File: src/rtl/reset_seq_pkg.sv
// reset_seq_pkg: sequencer state encoding and counter sizing shared by reset_seq
package reset_seq_pkg;
   typedef enum logic [1:0] {RST, HOLD, REL, RUN} state_t;
   function automatic int cnt_width(input int hold_cycles, input int gap_cycles);
      return $clog2((hold_cycles > gap_cycles ? hold_cycles : gap_cycles) + 1);
   endfunction
endpackage

File: src/rtl/reset_sync.sv
// reset_sync: async-assert / sync-deassert reset synchroniser
// ports: clk, rstn_async (async active-low in), rstn_sync (released CYCLES edges after rstn_async rises)
module reset_sync #(
   parameter int CYCLES = 2
) (
   input  logic clk,
   input  logic rstn_async,
   output logic rstn_sync
);
   logic [CYCLES-1:0] chain;
   always_ff @(posedge clk or negedge rstn_async)
      if (!rstn_async) chain <= '0;
      else chain <= {chain[CYCLES-2:0], 1'b1};
   assign rstn_sync = chain[CYCLES-1];
endmodule

File: src/rtl/reset_seq.sv
// reset_seq: holds all domains in reset, then releases them one by one in index order
// ports: clk; rstn_async (async active-low); sw_rst_req (1-cycle soft reset request);
//        rstn_out[N_DOMAINS] (active-low per-domain resets, bit 0 first); ready (all domains out of reset)
module reset_seq
   import reset_seq_pkg::*;
#(
   parameter int N_DOMAINS   = 3,
   parameter int SYNC_STAGES = 2,
   parameter int HOLD_CYCLES = 16,
   parameter int GAP_CYCLES  = 4
) (
   input  logic                 clk,
   input  logic                 rstn_async,
   input  logic                 sw_rst_req,
   output logic [N_DOMAINS-1:0] rstn_out,
   output logic                 ready
);
   localparam int cw = cnt_width(HOLD_CYCLES, GAP_CYCLES);
   localparam int iw = N_DOMAINS > 1 ? $clog2(N_DOMAINS) : 1;
   // the edge leaving RST already counts as the first hold cycle
   localparam int hold_last = HOLD_CYCLES > 1 ? HOLD_CYCLES - 2 : 0;
   state_t          state;
   logic [cw-1:0]   cnt;
   logic [iw-1:0]   idx;
   logic            rstn_sync;
   logic            start_rel;
   reset_sync #(.CYCLES(SYNC_STAGES)) u_sync (
      .clk       (clk),
      .rstn_async(rstn_async),
      .rstn_sync (rstn_sync)
   );
   always_comb
      start_rel = HOLD_CYCLES == 1 ? state == RST && rstn_sync
                                   : state == HOLD && cnt == cw'(hold_last);
   // a soft reset re-enters RST for one cycle, so it gets a full HOLD_CYCLES hold
   always_ff @(posedge clk or negedge rstn_async)
      if (!rstn_async) begin
         state    <= RST;
         cnt      <= '0;
         idx      <= '0;
         rstn_out <= '0;
         ready    <= 1'b0;
      end else if (state != RST && sw_rst_req) begin
         state    <= RST;
         cnt      <= '0;
         idx      <= '0;
         rstn_out <= '0;
         ready    <= 1'b0;
      end else if (start_rel) begin
         state    <= N_DOMAINS == 1 ? RUN : REL;
         cnt      <= '0;
         idx      <= iw'(1);
         rstn_out <= N_DOMAINS'(1);
         ready    <= N_DOMAINS == 1;
      end else if (state == RST && rstn_sync) begin
         state <= HOLD;
         cnt   <= '0;
      end else if (state == HOLD) begin
         cnt <= cnt + 1'b1;
      end else if (state == REL && cnt == cw'(GAP_CYCLES - 1)) begin
         cnt      <= '0;
         idx      <= idx + 1'b1;
         rstn_out <= (rstn_out << 1) | N_DOMAINS'(1);
         state    <= idx == iw'(N_DOMAINS - 1) ? RUN : REL;
         ready    <= idx == iw'(N_DOMAINS - 1);
      end else if (state == REL) begin
         cnt <= cnt + 1'b1;
      end
endmodule

File: config.mk
export PLATFORM = sky130hd
export DESIGN_NAME = reset_seq
export DESIGN_NICKNAME = d
export VERILOG_FILES = /design/src/rtl/reset_seq_pkg.sv /design/src/rtl/reset_sync.sv /design/src/rtl/reset_seq.sv
export SDC_FILE = /design/constraint.sdc
export NUM_CORES = 1
export LEC_CHECK = 0
export ABC_AREA = 1
export ABC_CLOCK_PERIOD_IN_PS = 2500
export BUFFER_PORTS_ARGS = -buffer_cell sky130_fd_sc_hd__buf_2
export CAP_MARGIN = 20
export CELL_PAD_IN_SITES_DETAIL_PLACEMENT = 0
export CELL_PAD_IN_SITES_GLOBAL_PLACEMENT = 2
export CORE_UTILIZATION = 37
export CTS_BUF_LIST = sky130_fd_sc_hd__clkbuf_16
export DETAILED_ROUTE_END_ITERATION = 12
export PLACE_DENSITY = 0.89
export REMOVE_ABC_BUFFERS = 1
export SKIP_LAST_GASP = 1
export SYNTH_ARGS = -nofsm -noshare
export SYNTH_HDL_FRONTEND = slang
export SYNTH_SLANG_ARGS = --single-unit
File: constraint.sdc
create_clock -name clk -period 2.5 [get_ports clk]
set_clock_uncertainty 0.05 [all_clocks]
set_input_delay 0.25 -clock clk [delete_from_list [all_inputs] [get_ports clk]]
set_output_delay 0.25 -clock clk [all_outputs]
set_load 0.005 [all_outputs]
# == After elaboration in Yosys (flattened, before gate mapping) ==
# Index checks and enable logic that the tools add are counted.
# Widths: inputs -> output; s select.
# totals
ff_bits,15
inputBits,3
output_inout_bits,4
# classes
addsub,2
n_eq_ne,8
muxes,27
reduce_logical,11
# ops
cell,n
$mux 5,6
$mux 2,10
$mux 3,5
$mux 1,6
$ne 3x3->1 const B,2
$reduce_bool 6->1,1
$add 5x1->5 const B,1
$eq 5x2->1 const B,1
$eq 5x4->1 const B,1
$eq 2x2->1 const B,2
$logic_and 1x1->1,4
$ne 4x4->1 const B,1
$reduce_bool 4->1,1
$reduce_and 3->1,1
$reduce_bool 3->1,1
$add 2x1->2 const B,1
$eq 2x1->1 const B,1
$logic_not 2->1,1
$reduce_and 2->1,1
$reduce_bool 2->1,1

# == Logic depth before layout (Yosys ltp) ==
# Gate-level depths: netlist of run 1.
# depth
ltp_word,7
mapped_depth,9
depth_no_buf,9

# == By module ==
# From an unflattened synthesis of run 1, not the netlist that was laid out.
# hier_totals
hier_cells,90
hier_area_um2,794.5
# modules_own_cells
mod,instances,cells_each,area_per_inst_um2,seq_area_each_um2
reset_seq,1,87,740.7,325.3
reset_sync,1,3,53.8,50.0

# == Worst setup path after synthesis of run 1 ==
# Ideal clock, no wire load.
# synth_path
path_type,register to register
startpoint,reg cnt[1]
endpoint,reg idx[0]
setup_time_ns,0.120
arrival_time_ns,1.147
required_ns,2.330
slack_ns,1.183
path_stages_with_launch,9
n_path_buf,0
cell_sequence,dfrtp_1 ha_1 inv_1 nor2_1 nand3_2 inv_2 nor2_8 nand2_1 o21ai_2
# synth_via
elab_chain_cells,4
# synth_rtl
item,line_no,text
from (decl),reset_seq.sv:23,logic [cw-1:0] cnt;
from (signal assigned),reset_seq.sv:59,cnt <= cnt + 1'b1;
from (signal assigned),reset_seq.sv:67,cnt <= cnt + 1'b1;
$eq 5x4->1 / $eq 5x2->1 (equally long branches),"reset_seq.sv:34, reset_seq.sv:60",
$logic_and 1x1->1 (on tied branches),"reset_seq.sv:34, reset_seq.sv:60",
"$ne 3x3->1 (no line), or another cell as far along",--,
$reduce_and 3->1 (no line) / $mux 2 (equally long branches),--,
to (signal assigned),reset_seq.sv:52,idx <= iw'(1);
to (signal assigned),reset_seq.sv:62,idx <= idx + 1'b1;
to (decl),reset_seq.sv:24,logic [iw-1:0] idx;
# Several ways; a longest one is shown, not always the timed one.
# A chain may end at the register's enable or synchronous reset.

# == Final worst setup path of run 1 ==
# layout_path
startpoint,reg cnt[1]
endpoint,reg cnt[1]
# layout_via
elab_chain_cells,7
# layout_rtl
item,line_no,text
$add 5x1->5 / $eq 5x2->1 (equally long branches),"reset_seq.sv:59, reset_seq.sv:67, reset_seq.sv:60",
$mux 5 / $logic_and 1x1->1 (equally long branches),"reset_seq.sv:66, reset_seq.sv:60",
$mux 5,reset_seq.sv:60,end else if (state == REL && cnt == cw'(GAP_CYCLES - 1)) begin
$mux 5,reset_seq.sv:58,end else if (state == HOLD) begin
$mux 5,reset_seq.sv:55,end else if (state == RST && rstn_sync) begin
$mux 5,reset_seq.sv:49,end else if (start_rel) begin
$mux 5,reset_seq.sv:43,end else if (state != RST && sw_rst_req) begin
# Several ways; a longest one is shown, not always the timed one. The select of a mux whose other input is x is not followed.

==> results.json, run 1 <==
{
  "ys.warnings.count": 0,
  "detail_route.drc_violations": 0,
  "outcome": "complete, no violations",
  "route.vias.total": 633,
  "place_congestion": 0.8382,
  "synthesis.instances": 102,
  "critical_path.startpoint_type": "flip-flop",
  "cts_tree": "built",
  "die_area_sq_um": 2506,
  "totalWireLength_mm": 1.547,
  "first_global_vias": 635,
  "timing.final.hold_violations": 0,
  "ys_ff_latch": 15,
  "port-buffer-count": 6,
  "cts_num_sinks": 15,
  "place_hpwl_mm": 1.170,
  "worst_path_max_delay_cell": "dfrtp_1",
  "critical_path_required_ps": 2580,
  "total_of_fill_cells_in_the_finished_design": 212,
  "worst_setup_hold_path_clk_slew_ps": 50,
  "internal-power_uw": 648.2,
  "timing_max_transition_violations_final": 0,
  "hold_ws_ps": 326.5,
  "grt_pass1_wl_mm": 2.870,
  "track_usage": 0.1599,
  "endpoint_kind": "flip-flop",
  "fin_crit_sh": 0.5943,
  "final_setup_violation_count": 0,
  "seqCellArea_sq_um": 375.4,
  "route.antenna.remaining_nets": 0,
  "dpl.cell_count": 135,
  "grt_setup_unrepaired": "no",
  "area_delta_synth_final_pct": 17.42,
  "diodes": 0,
  "p_seq_frac": 0.362,
  "crit_path_max_incr_delay_ps": 410,
  "stdcell_count": 140,
  "globalRouteOverflowTotal": 0,
  "synth.top_cell.area_share": 0.4392,
  "synth_area_leader_cell": "dfrtp_1",
  "power_switching_share": 0.3771,
  "synthTopCellsByArea": "dfrtp_1 44%, nand2_1 13%, inv_1 4.8%",
  "multiInputGateArea_sq_um": 421.7,
  "switching_power_uw": 392.4,
  "core.rowCount": 17,
  "chipWidth_microns": 50.06,
  "finalNetCount": 119,
  "antenna_found_initial": 0,
  "drt_first_pass_iters": 4,
  "yosysSeqAreaShare": 0.4392,
  "detail_route.iter0.violations": 6,
  "postCtsResizedCells": 0,
  "post_synth_instance_area_sq_um": 854.6,
  "htree_levels": 1,
  "critPathMaxFanout": 5,
  "yosys.cell_types.count": 26,
  "cts_root_buf": "clkbuf_16",
  "path_class": "flip-flop to flip-flop",
  "final.min_clock_period_ps": 1486,
  "route.detailed.wl_per_inst_microns": 11.05,
  "number_of_top_level_pins": 7,
  "drive_gt1_frac": 0.2054,
  "most_common_cell_type_on_the_critical_path": "nand2_1",
  "initial_core_util": 0.3901,
  "numCtsBuffers": 3,
  "worstPathCellList": "ha_1, inv_1, nor2_1, nand3_2, nand2_1, nor2_4, nand3b_1, nand2_1",
  "core_sq_um": 2191,
  "leakagePower_nw": 0.5499,
  "vdd.ir_drop.worst_v": 0.0005671,
  "cts_buffer_depth": 2,
  "timing.fmax_mhz": 673.1,
  "critical_path_arrival_ps": 1570,
  "power_frac_comb": 0.350,
  "synth_area_per_cell_sq_um": 8.378,
  "grt_max_degree": 16,
  "holdCritPathClass": "input port to flip-flop",
  "route.detailed.vias_per_inst": 4.521,
  "clock_power_share": 0.288,
  "power_density_nw_per_um2": 1037,
  "drv_cap": 0,
  "die_h_microns": 50.06,
  "setup_tns_ps": 0,
  "clk_latency_ps": 240
}
==> final cells by class <==
type,instances,area share
clock inverter,1,0.003741
clock buffer,3,0.07481
multi-input combinational,72,0.4202
timing repair buffer,7,0.03990
tap,28,0.03491
sequential,15,0.3741
inverter,14,0.05237
==> final timing paths <==
check                                     start              end  slack [ps]  cells past startpoint
worst min register to register  u_sync.chain[0]  u_sync.chain[1]         330                      0
min in group asynchronous            rstn_async           idx[0]         390                      2
worst min-delay path                 sw_rst_req           cnt[2]         330                      4
max in group asynchronous            rstn_async           cnt[4]        1770                      2
worst max-delay path                     cnt[1]           cnt[1]        1010                      8
worst max register to register           cnt[1]           cnt[1]        1010                      8
==> cell usage in the layout, fill, tap and decap left out <==
| cell | instances |
|---|---|
| nor3_1 | 1 |
| dlygate4sd3_1 | 1 |
| nand4_1 | 6 |
| o31ai_1 | 1 |
| ha_1 | 3 |
| nand2_1 | 29 |
| nor2_1 | 5 |
| or2_2 | 1 |
| o21ai_4 | 1 |
| buf_2 | 6 |
| inv_1 | 12 |
| conb_1 | 1 |
| clkbuf_16 | 3 |
| xor2_1 | 1 |
| nor2_4 | 2 |
| inv_2 | 3 |
| nand2_4 | 2 |
| dfrtp_1 | 15 |
| o21ai_2 | 1 |
| o21ai_0 | 2 |
| nand3_2 | 1 |
| nor2_8 | 1 |
| o21bai_1 | 1 |
| nand3_1 | 7 |
| nor2_2 | 1 |
| o21ai_1 | 3 |
| nand2_2 | 1 |
| nand3b_1 | 1 |
==> layer usage <==
metal / GRT usage / vias up / wire length, microns
met5: 0 / - / 0
li1: - / 348 / -
met4: 0.08571 / 0 / 29
met2: 0.2556 / 9 / 686
met1: 0.2023 / 272 / 794
met3: 0.02778 / 4 / 37
==> power by group through the flow <==
| stage | Combinational [mW] | Sequential, mW | Clock (mW) |
|---|---|---|---|
| final | 0.364 | 0.376 | 0.300 |
| after global routing | 0.432 | 0.389 | 0.319 |
| after CTS | 0.370 | 0.376 | 0.308 |
| after detailed placement | 0.366 | 0.379 | 0 |
| after global placement | 0.368 | 0.378 | 0 |
| after floorplan | 0.292 | 0.367 | 0 |
==> registers in the layout, indices dropped and copies added (netlist names) <==
signal and cells:
cnt 5, rstn_out 3, idx 2, state 2
u_sync.chain 2, ready 1
==> per-stage QoR <==
step,worst slack [ps],power (mW),utilization,cell area (sq um)
finish,1014,1.041,0.4580,1003
global route,854.9,1.140,0.4580,1003
CTS,1000,1.054,0.4580,1003
detailed placement,1014,0.7453,0.4175,914.6
global placement,1001,0.7458,0.4175,914.6
floorplan,1183,0.6587,-,849.6
==> cells in the mapped netlist <==
library cell and n:
o21ai_2 1, ha_1 3, nand3_2 1, nor2_2 1, or2_2 1, nand3_1 7
nor2_4 2, conb_1 1, nor2_1 5, o21ai_4 1, o21ai_1 3, o31ai_1 1
o21bai_1 1, inv_2 3, nand2_2 1, nand2_1 29, nand4_1 6, xor2_1 1
nand2_4 2, nor2_8 1, nor3_1 1, o21ai_0 2, dfrtp_1 15, buf_2 1
nand3b_1 1, inv_1 11
==> critical path: cells and delay by family, from the launching register on <==
kind | cells | cell delay [ps]
simple gates | 6 | 620
flops | 1 | 410
fa+ha+maj | 1 | 230
buf+inv | 1 | 60
==> what timing repair did <==
action / CTS / global route
hold endpoints to repair: 15 / 0
hold buffers: 1 / 0
setup buffers: 0 / 0
==> cells by family after synthesis <==
logic type	Yosys count	share of synthesized area
and+or+nand+nor	58	0.3587
other	1	0.004388
xor gates and xnor gates	1	0.01025
DFF	15	0.4392
buffers and inverters	15	0.06734
adders and majority gates	3	0.04393
AOI/OAI and AO/OA	9	0.07614
Power figures use the tool's default switching activity.
==> run 2, diff against run 1 <==
--- a/config.mk
+++ b/config.mk
@@ -5,16 +5,16 @@
 export SDC_FILE = /design/constraint.sdc
 export NUM_CORES = 1
 export LEC_CHECK = 0
-export ABC_AREA = 1
-export ABC_CLOCK_PERIOD_IN_PS = 2500
+export ABC_AREA = 0
+export ABC_CLOCK_PERIOD_IN_PS = 1200
 export BUFFER_PORTS_ARGS = -buffer_cell sky130_fd_sc_hd__buf_2
 export CAP_MARGIN = 20
 export CELL_PAD_IN_SITES_DETAIL_PLACEMENT = 0
 export CELL_PAD_IN_SITES_GLOBAL_PLACEMENT = 2
-export CORE_UTILIZATION = 37
+export CORE_UTILIZATION = 32
 export CTS_BUF_LIST = sky130_fd_sc_hd__clkbuf_16
 export DETAILED_ROUTE_END_ITERATION = 12
-export PLACE_DENSITY = 0.89
+export PLACE_DENSITY = 0.78
 export REMOVE_ABC_BUFFERS = 1
 export SKIP_LAST_GASP = 1
 export SYNTH_ARGS = -nofsm -noshare
==> constraint.sdc (replaced) <==
create_clock -name clk -period 1.2 [get_ports clk]
set_clock_uncertainty 0.05 [all_clocks]
set_input_delay 0.12 -clock clk [delete_from_list [all_inputs] [get_ports clk]]
set_output_delay 0.12 -clock clk [all_outputs]
set_load 0.005 [all_outputs]
==> run 2 against run 1 <==
  * The run now ends with negative setup slack left
  * Non-clock buffer count increased by 27
  * Critical path type unchanged
  * Hold slack got worse by 270 ps
  * Flip-flop and latch count stayed put
  * Cell area up 22%
  * Cell count shrank 1.4%
==> results.json, run 2 <==
{
  "grt_max_degree": 16,
  "detail_route.iter0.violations": 23,
  "mostFrequentLayoutCell": "buf_4",
  "die_h_microns": 50.96,
  "setup_tns_ps": -2646,
  "clock_power_share": 0.299,
  "die_area_sq_um": 2596,
  "grt_setup_unrepaired": "yes",
  "largest_register_ff_count": 5,
  "top_regs": "cnt: 5 flops, rstn_out: 3 flops",
  "worst_setup_hold_path_clk_slew_ps": 50,
  "cts_root_buf": "clkbuf_16",
  "vdd.ir_drop.worst_v": 0.0008996,
  "area_delta_synth_final_pct": 59.87,
  "core.rowCount": 17,
  "leakagePower_nw": 0.5566,
  "port-buffer-count": 6,
  "critical_path_arrival_ps": 1520,
  "holdCritPathClass": "input port to flip-flop",
  "synthesis.instances": 74,
  "globalRouteOverflowTotal": 0,
  "numCtsBuffers": 3,
  "most-common-layout-cells": "21 x buf_4, 14 x nand2_1, 13 x dfrtp_1, 6 x buf_2, 6 x buf_6",
  "internal-power_mw": 1.523,
  "registers.top_by_ff_count": "cnt",
  "detailedPlace.worstSlack_ps": -315.2,
  "drive_gt1_frac": 0.5455,
  "drt_first_pass_iters": 4,
  "post_synth_instance_area_sq_um": 767.0,
  "clk_latency_ps": 250,
  "route.vias.total": 659,
  "core_sq_um": 2233,
  "power_frac_comb": 0.393,
  "switching_power_uw": 668.2,
  "critical_path.startpoint_type": "flip-flop",
  "endpoint_kind": "flip-flop",
  "violated_checks": "negative setup slack",
  "synth_area_per_cell_sq_um": 10.36,
  "detail_route.drc_violations": 0,
  "total_power_mw": 2.191,
  "post-route-util": 0.5490,
  "timing.fmax_mhz": 695.1,
  "final.min_clock_period_ps": 1439,
  "synthTopCellsByArea": "dfrtp_1 49%, nand2_1 7.3%, ha_1 4.9%",
  "initial_core_util": 0.3434,
  "path_class": "flip-flop to flip-flop",
  "synth_area_leader_cell": "dfrtp_1",
  "synth_enable_flop_cells": 0,
  "place_congestion": 0.8135,
  "grt_pass1_wl_mm": 2.953,
  "diodes": 0,
  "fin_crit_sh": 1.199,
  "synth_flop_cell": "dfrtp_1",
  "critPathMaxFanout": 4,
  "place_hpwl_mm": 1.173,
  "timing.final.hold_violations": 0,
  "route.antenna.remaining_nets": 0,
  "outcome": "finished with violations",
  "post_synth_most_frequent_cells": "15 x dfrtp_1, 15 x nand2_1, 6 x a21oi_1",
  "cts_buffer_depth": 2,
  "timing_max_transition_violations_final": 0,
  "antenna_found_initial": 0,
  "critical_path_required_ps": 1290,
  "power_density_nw_per_um2": 1787,
  "final_setup_violation_count": 13,
  "finalNetCount": 117,
  "route.detailed.wl_per_inst_microns": 13.40,
  "ys_ff_latch": 15,
  "cts_tree": "built",
  "route.detailed.vias_per_inst": 4.775,
  "first_global_vias": 635,
  "power_switching_share": 0.3050,
  "drv_cap": 0,
  "synth.top_cell.area_share": 0.4894,
  "yosys.cell_types.count": 30,
  "track_usage": 0.1584,
  "synth-async-reset-ratio": 1.000,
  "htree_levels": 1,
  "ys.warnings.count": 0,
  "yosysSeqAreaShare": 0.4894,
  "cts_num_sinks": 15,
  "chipWidth_microns": 50.96,
  "p_seq_frac": 0.308,
  "totalWireLength_mm": 1.849,
  "fin_ws_ps": -238.6,
  "total_of_fill_cells_in_the_finished_design": 186,
  "number_of_top_level_pins": 7
}
[run 2: cell count changes after synthesis, moves of 2 or more]
| cell | delta |
|---|---|
| nor2_1 | -3 |
| nand3_1 | -4 |
| nand2_1 | -14 |
| a21oi_1 | +6 |
| nor2_4 | -2 |
| o21ai_0 | -2 |
| nand4_1 | -5 |
| inv_1 | -8 |
| nand2_4 | -2 |
| nand2b_1 | +2 |
| inv_2 | -3 |
[run 2: layout make-up]
cell class | instances | area, sq um | share of cell area
multi-input cells | 54 | 456.7 | 0.3724
flip-flops and latches | 15 | 377.9 | 0.3082
repair buffers | 34 | 265.3 | 0.2163
clock buffers | 3 | 75.07 | 0.06122
well taps | 28 | 35.03 | 0.02857
inverters | 3 | 11.26 | 0.009184
clock inverters | 1 | 5.005 | 0.004082
[run 2: repair_timing]
| item | 4_1_cts | 5_1_grt |
|---|---|---|
| pin swaps | 11 | 10 |
| gates resized for setup | 15 | 13 |
| setup endpoints to repair | 13 | 13 |
| setup buffers | 7 | 6 |
| endpoints found under the hold margin | 15 | 0 |
| hold buffers | 1 | 0 |
[run 2: power groups by stage]
stage	logic (mW)	registers [mW]	clock network, mW
floorplan	0.261	0.651	0
global placement	0.513	0.651	0
detailed placement	0.515	0.656	0
CTS	0.719	0.660	0.666
global route	0.945	0.685	0.699
finish	0.860	0.675	0.656
[run 2: cell families (layout without fill, tap and decap cells)]
group / after synthesis / after routing / share of synthesized area
AND/OR/NAND/NOR: 31 / 31 / 0.2284
AO/OA/AOI/OAI: 16 / 16 / 0.1550
flip-flops: 15 / 15 / 0.4894
buffers and inverters: 5 / 41 / 0.03915
adder cells (fa/ha/maj): 3 / 3 / 0.04894
XOR/XNOR: 3 / 3 / 0.03426
other: 1 / 1 / 0.004889
[run 2: routing by layer]
layer,GRT usage,vias to the layer above,routed length [microns]
met2,0.2237,7,823
met5,0,-,0
met4,0.1111,0,51
met1,0.2168,318,932
li1,-,329,-
met3,0.02679,5,41
[run 2: per-stage QoR]
step                      std cells  hold WS, ps  cell area, sq um
after CTS                       132        48.75              1121
after global routing            138        66.69              1226
after floorplan                  72       -225.6             748.2
final                           138        51.94              1226
after detailed placement        121     -0.04402             925.9
after global placement          121       -1.178             925.9
[run 2: path summary, 6_finish.rpt]
| kind | startpoint | to | slack (ps) | cells past startpoint |
|---|---|---|---|---|
| worst max-delay path | cnt[0] | rstn_out[1] | -240 | 7 |
| worst min register to register | u_sync.chain[0] | u_sync.chain[1] | 310 | 0 |
| max in group asynchronous | rstn_async | state[0] | 560 | 2 |
| worst max register to register | cnt[0] | rstn_out[1] | -240 | 7 |
| min in group asynchronous | rstn_async | cnt[0] | 260 | 2 |
| worst min-delay path | sw_rst_req | state[1] | 50 | 2 |
[run 2: critical path, stage by stage (launching register included)]
cell and delay [ps]:
dfrtp_1 400, inv_2 100, ha_4 130, and4b_1 240, nand3_4 140, nand2_4 120, buf_6 120, a21oi_2 30
==> run 3, diff against run 2 <==
--- a/config.mk
+++ b/config.mk
@@ -14,9 +14,11 @@
 export CORE_UTILIZATION = 32
 export CTS_BUF_LIST = sky130_fd_sc_hd__clkbuf_16
 export DETAILED_ROUTE_END_ITERATION = 12
-export PLACE_DENSITY = 0.78
+export PLACE_DENSITY = 0.79
+export RECOVER_POWER = 25
 export REMOVE_ABC_BUFFERS = 1
 export SKIP_LAST_GASP = 1
 export SYNTH_ARGS = -nofsm -noshare
 export SYNTH_HDL_FRONTEND = slang
+export SYNTH_HIERARCHICAL = 1
 export SYNTH_SLANG_ARGS = --single-unit
==> run 3 against run 2 <==
  * The run still ends with negative setup slack left
  * Area after synthesis fell by 4.6%
  * Combinational power is 73% lower
  * Critical path depth shrank 2
  * Worst setup slack got worse by 92 ps
  * Cell area decreased by 6.8%
  * Sequential power down 19%
  * Maximum frequency decreased by 6.0%
  * Register-to-register slack worse by 90 ps
  * Critical endpoint is now cnt[3]
==> results.json, run 3 <==
{
  "timing.fmax_mhz": 653.3,
  "endpoint_kind": "flip-flop",
  "multiInputGateArea_sq_um": 417.9,
  "area_delta_synth_final_pct": 56.07,
  "holdCritPathClass": "input port to flip-flop",
  "htree_levels": 1,
  "totalWireLength_mm": 1.735,
  "top_regs": "cnt: 5 flops, rstn_out: 3 flops",
  "registers.top_by_ff_count": "cnt",
  "synth.top_cell.area_share": 0.5128,
  "port-buffer-count": 6,
  "total_power_mw": 1.417,
  "track_usage": 0.1637,
  "drt_first_pass_iters": 4,
  "final_setup_violation_count": 13,
  "numCtsBuffers": 3,
  "ys.warnings.count": 6,
  "setup_tns_ps": -3685,
  "first_global_vias": 667,
  "outcome": "finished with violations",
  "route.detailed.vias_per_inst": 4.848,
  "timing.final.hold_violations": 0,
  "yosysSeqAreaShare": 0.5128,
  "route.vias.total": 640,
  "layout.cell_area.non_filler_sq_um": 1142,
  "most-common-layout-cells": "21 x buf_4, 14 x dfrtp_1, 11 x nand2_1, 5 x a21oi_2, 5 x buf_2",
  "synthTopCellsByArea": "dfrtp_1 51%, nand2_1 7.7%, a21oi_1 5.5%",
  "dpl.cell_count": 122,
  "critical_path.startpoint_type": "flip-flop",
  "diodes": 0,
  "cts_tree": "built",
  "chipWidth_microns": 49.83,
  "drv_cap": 0,
  "post-route-util": 0.5540,
  "antenna_found_initial": 0,
  "globalRouteOverflowTotal": 0,
  "mostFrequentLayoutCell": "buf_4",
  "path_class": "flip-flop to flip-flop",
  "critical_path_arrival_ps": 1600,
  "place_hpwl_mm": 1.100,
  "core_sq_um": 2062,
  "number_of_top_level_pins": 7,
  "ys_ff_latch": 15,
  "dpl-instance-area_sq_um": 919.6,
  "synth_area_per_cell_sq_um": 10.17,
  "fin_ws_ps": -330.6,
  "regToRegSetupSlack_ps": -330,
  "power_density_nw_per_um2": 1241,
  "die_h_microns": 49.83,
  "drive_gt1_frac": 0.5143,
  "stdcell_count": 132,
  "route.detailed.wl_per_inst_microns": 13.14,
  "total_of_fill_cells_in_the_finished_design": 178,
  "grt_pass1_wl_mm": 3.029,
  "synth_flop_cell": "dfrtp_1",
  "synthesis.instances": 72,
  "die_area_sq_um": 2483,
  "yosys.cell_types.count": 24,
  "fin_crit_sh": 1.275,
  "synth-async-reset-ratio": 1.000,
  "critical_path_required_ps": 1270,
  "largest_register_ff_count": 5,
  "core.rowCount": 16,
  "grt_setup_unrepaired": "yes",
  "synth_area_leader_cell": "dfrtp_1",
  "post_synth_most_frequent_cells": "15 x dfrtp_1, 15 x nand2_1, 8 x a21oi_1, 4 x nand3_1",
  "post_synth_instance_area_sq_um": 732.0,
  "synth_enable_flop_cells": 0,
  "detail_route.iter0.violations": 13,
  "place_congestion": 0.7593,
  "vdd.ir_drop.worst_v": 0.0008501,
  "initial_core_util": 0.3550,
  "detail_route.drc_violations": 0,
  "violated_checks": "negative setup slack",
  "leakagePower_nw": 0.5249,
  "route.antenna.remaining_nets": 0,
  "timing_max_transition_violations_final": 0,
  "final.min_clock_period_ps": 1531,
  "worst_setup_hold_path_clk_slew_ps": 50,
  "clk_latency_ps": 240,
  "seqCellArea_sq_um": 376.6,
  "cts_num_sinks": 15,
  "finalNetCount": 112,
  "cts_buffer_depth": 2,
  "critPathMaxFanout": 8,
  "grt_max_degree": 16,
  "cts_root_buf": "clkbuf_16"
}
-- run 3: cell types whose count changed after synthesis, sizes merged, moves of 2 or more --
cell / change
nor2: -2
o21ai: +2
o31ai: -2
a21oi: +2
o211ai: -2
nand2b: +2
-- run 3: critical path, cell delays in order (launching register included) --
cell      delay [ps]
dfrtp_1          400
ha_4             170
nand2b_4          50
or4_4            490
a41oi_2          150
mux2i_1           90
-- run 3: metal layers --
metal	global-route usage	share of wire	vias up
met5	0	0	-
li1	-	-	320
met2	0.2568	0.46	9
met1	0.2261	0.51	309
met4	0.05714	0.0075	0
met3	0.02778	0.027	2
-- run 3: final timing paths --
kind                                 startpoint              end  cells after the start
worst max-delay path                     cnt[0]           cnt[3]                      5
worst min-delay path                 sw_rst_req         state[1]                      2
worst max register to register           cnt[0]           cnt[3]                      5
worst min register to register  u_sync/chain[0]  u_sync/chain[1]                      0
max in group asynchronous            rstn_async         state[1]                      2
min in group asynchronous            rstn_async           cnt[4]                      2
-- run 3: layout make-up --
type	instances	share of cell area
multi-input combinational	53	0.3658
sequential	15	0.3297
timing repair buffer	30	0.1928
clock buffer	3	0.06572
tap	27	0.02957
inverter	3	0.01205
clock inverter	1	0.004381
-- run 3: metrics by stage --
step / hold WS [ps] / setup WS, ps
final: 21.72 / -330.6
after global placement: -9.154 / -445.7
after floorplan: -225.6 / -443.0
after detailed placement: -0.4379 / -470.8
after global routing: 28.57 / -408.3
after CTS: 24.48 / -323.5
-- run 3: cell families after synthesis --
group,after synthesis,share of synthesized area
xor gates and xnor gates,1,0.01197
adders and majority gates,3,0.05129
other,1,0.005123
AOI/OAI and AO/OA,18,0.1538
DFF,15,0.5128
muxes,1,0.01368
and+or+nand+nor,29,0.2205
buffers and inverters,4,0.03077
-- run 3: report_power, final --
group | internal [mW] | switching, mW
combinational | 0.123 | 0.108
clock | 0.444 | 0.197
sequential | 0.528 | 0.0178
-- run 3: what timing repair did --
| action | 4_1_cts | 5_1_grt |
|---|---|---|
| setup buffers | 4 | 1 |
| setup endpoints to repair | 13 | 13 |
| endpoints found under the hold margin | 15 | 0 |
| hold buffers | 1 | 0 |
| pin swaps | 8 | 3 |
| gates resized for setup | 19 | 6 |
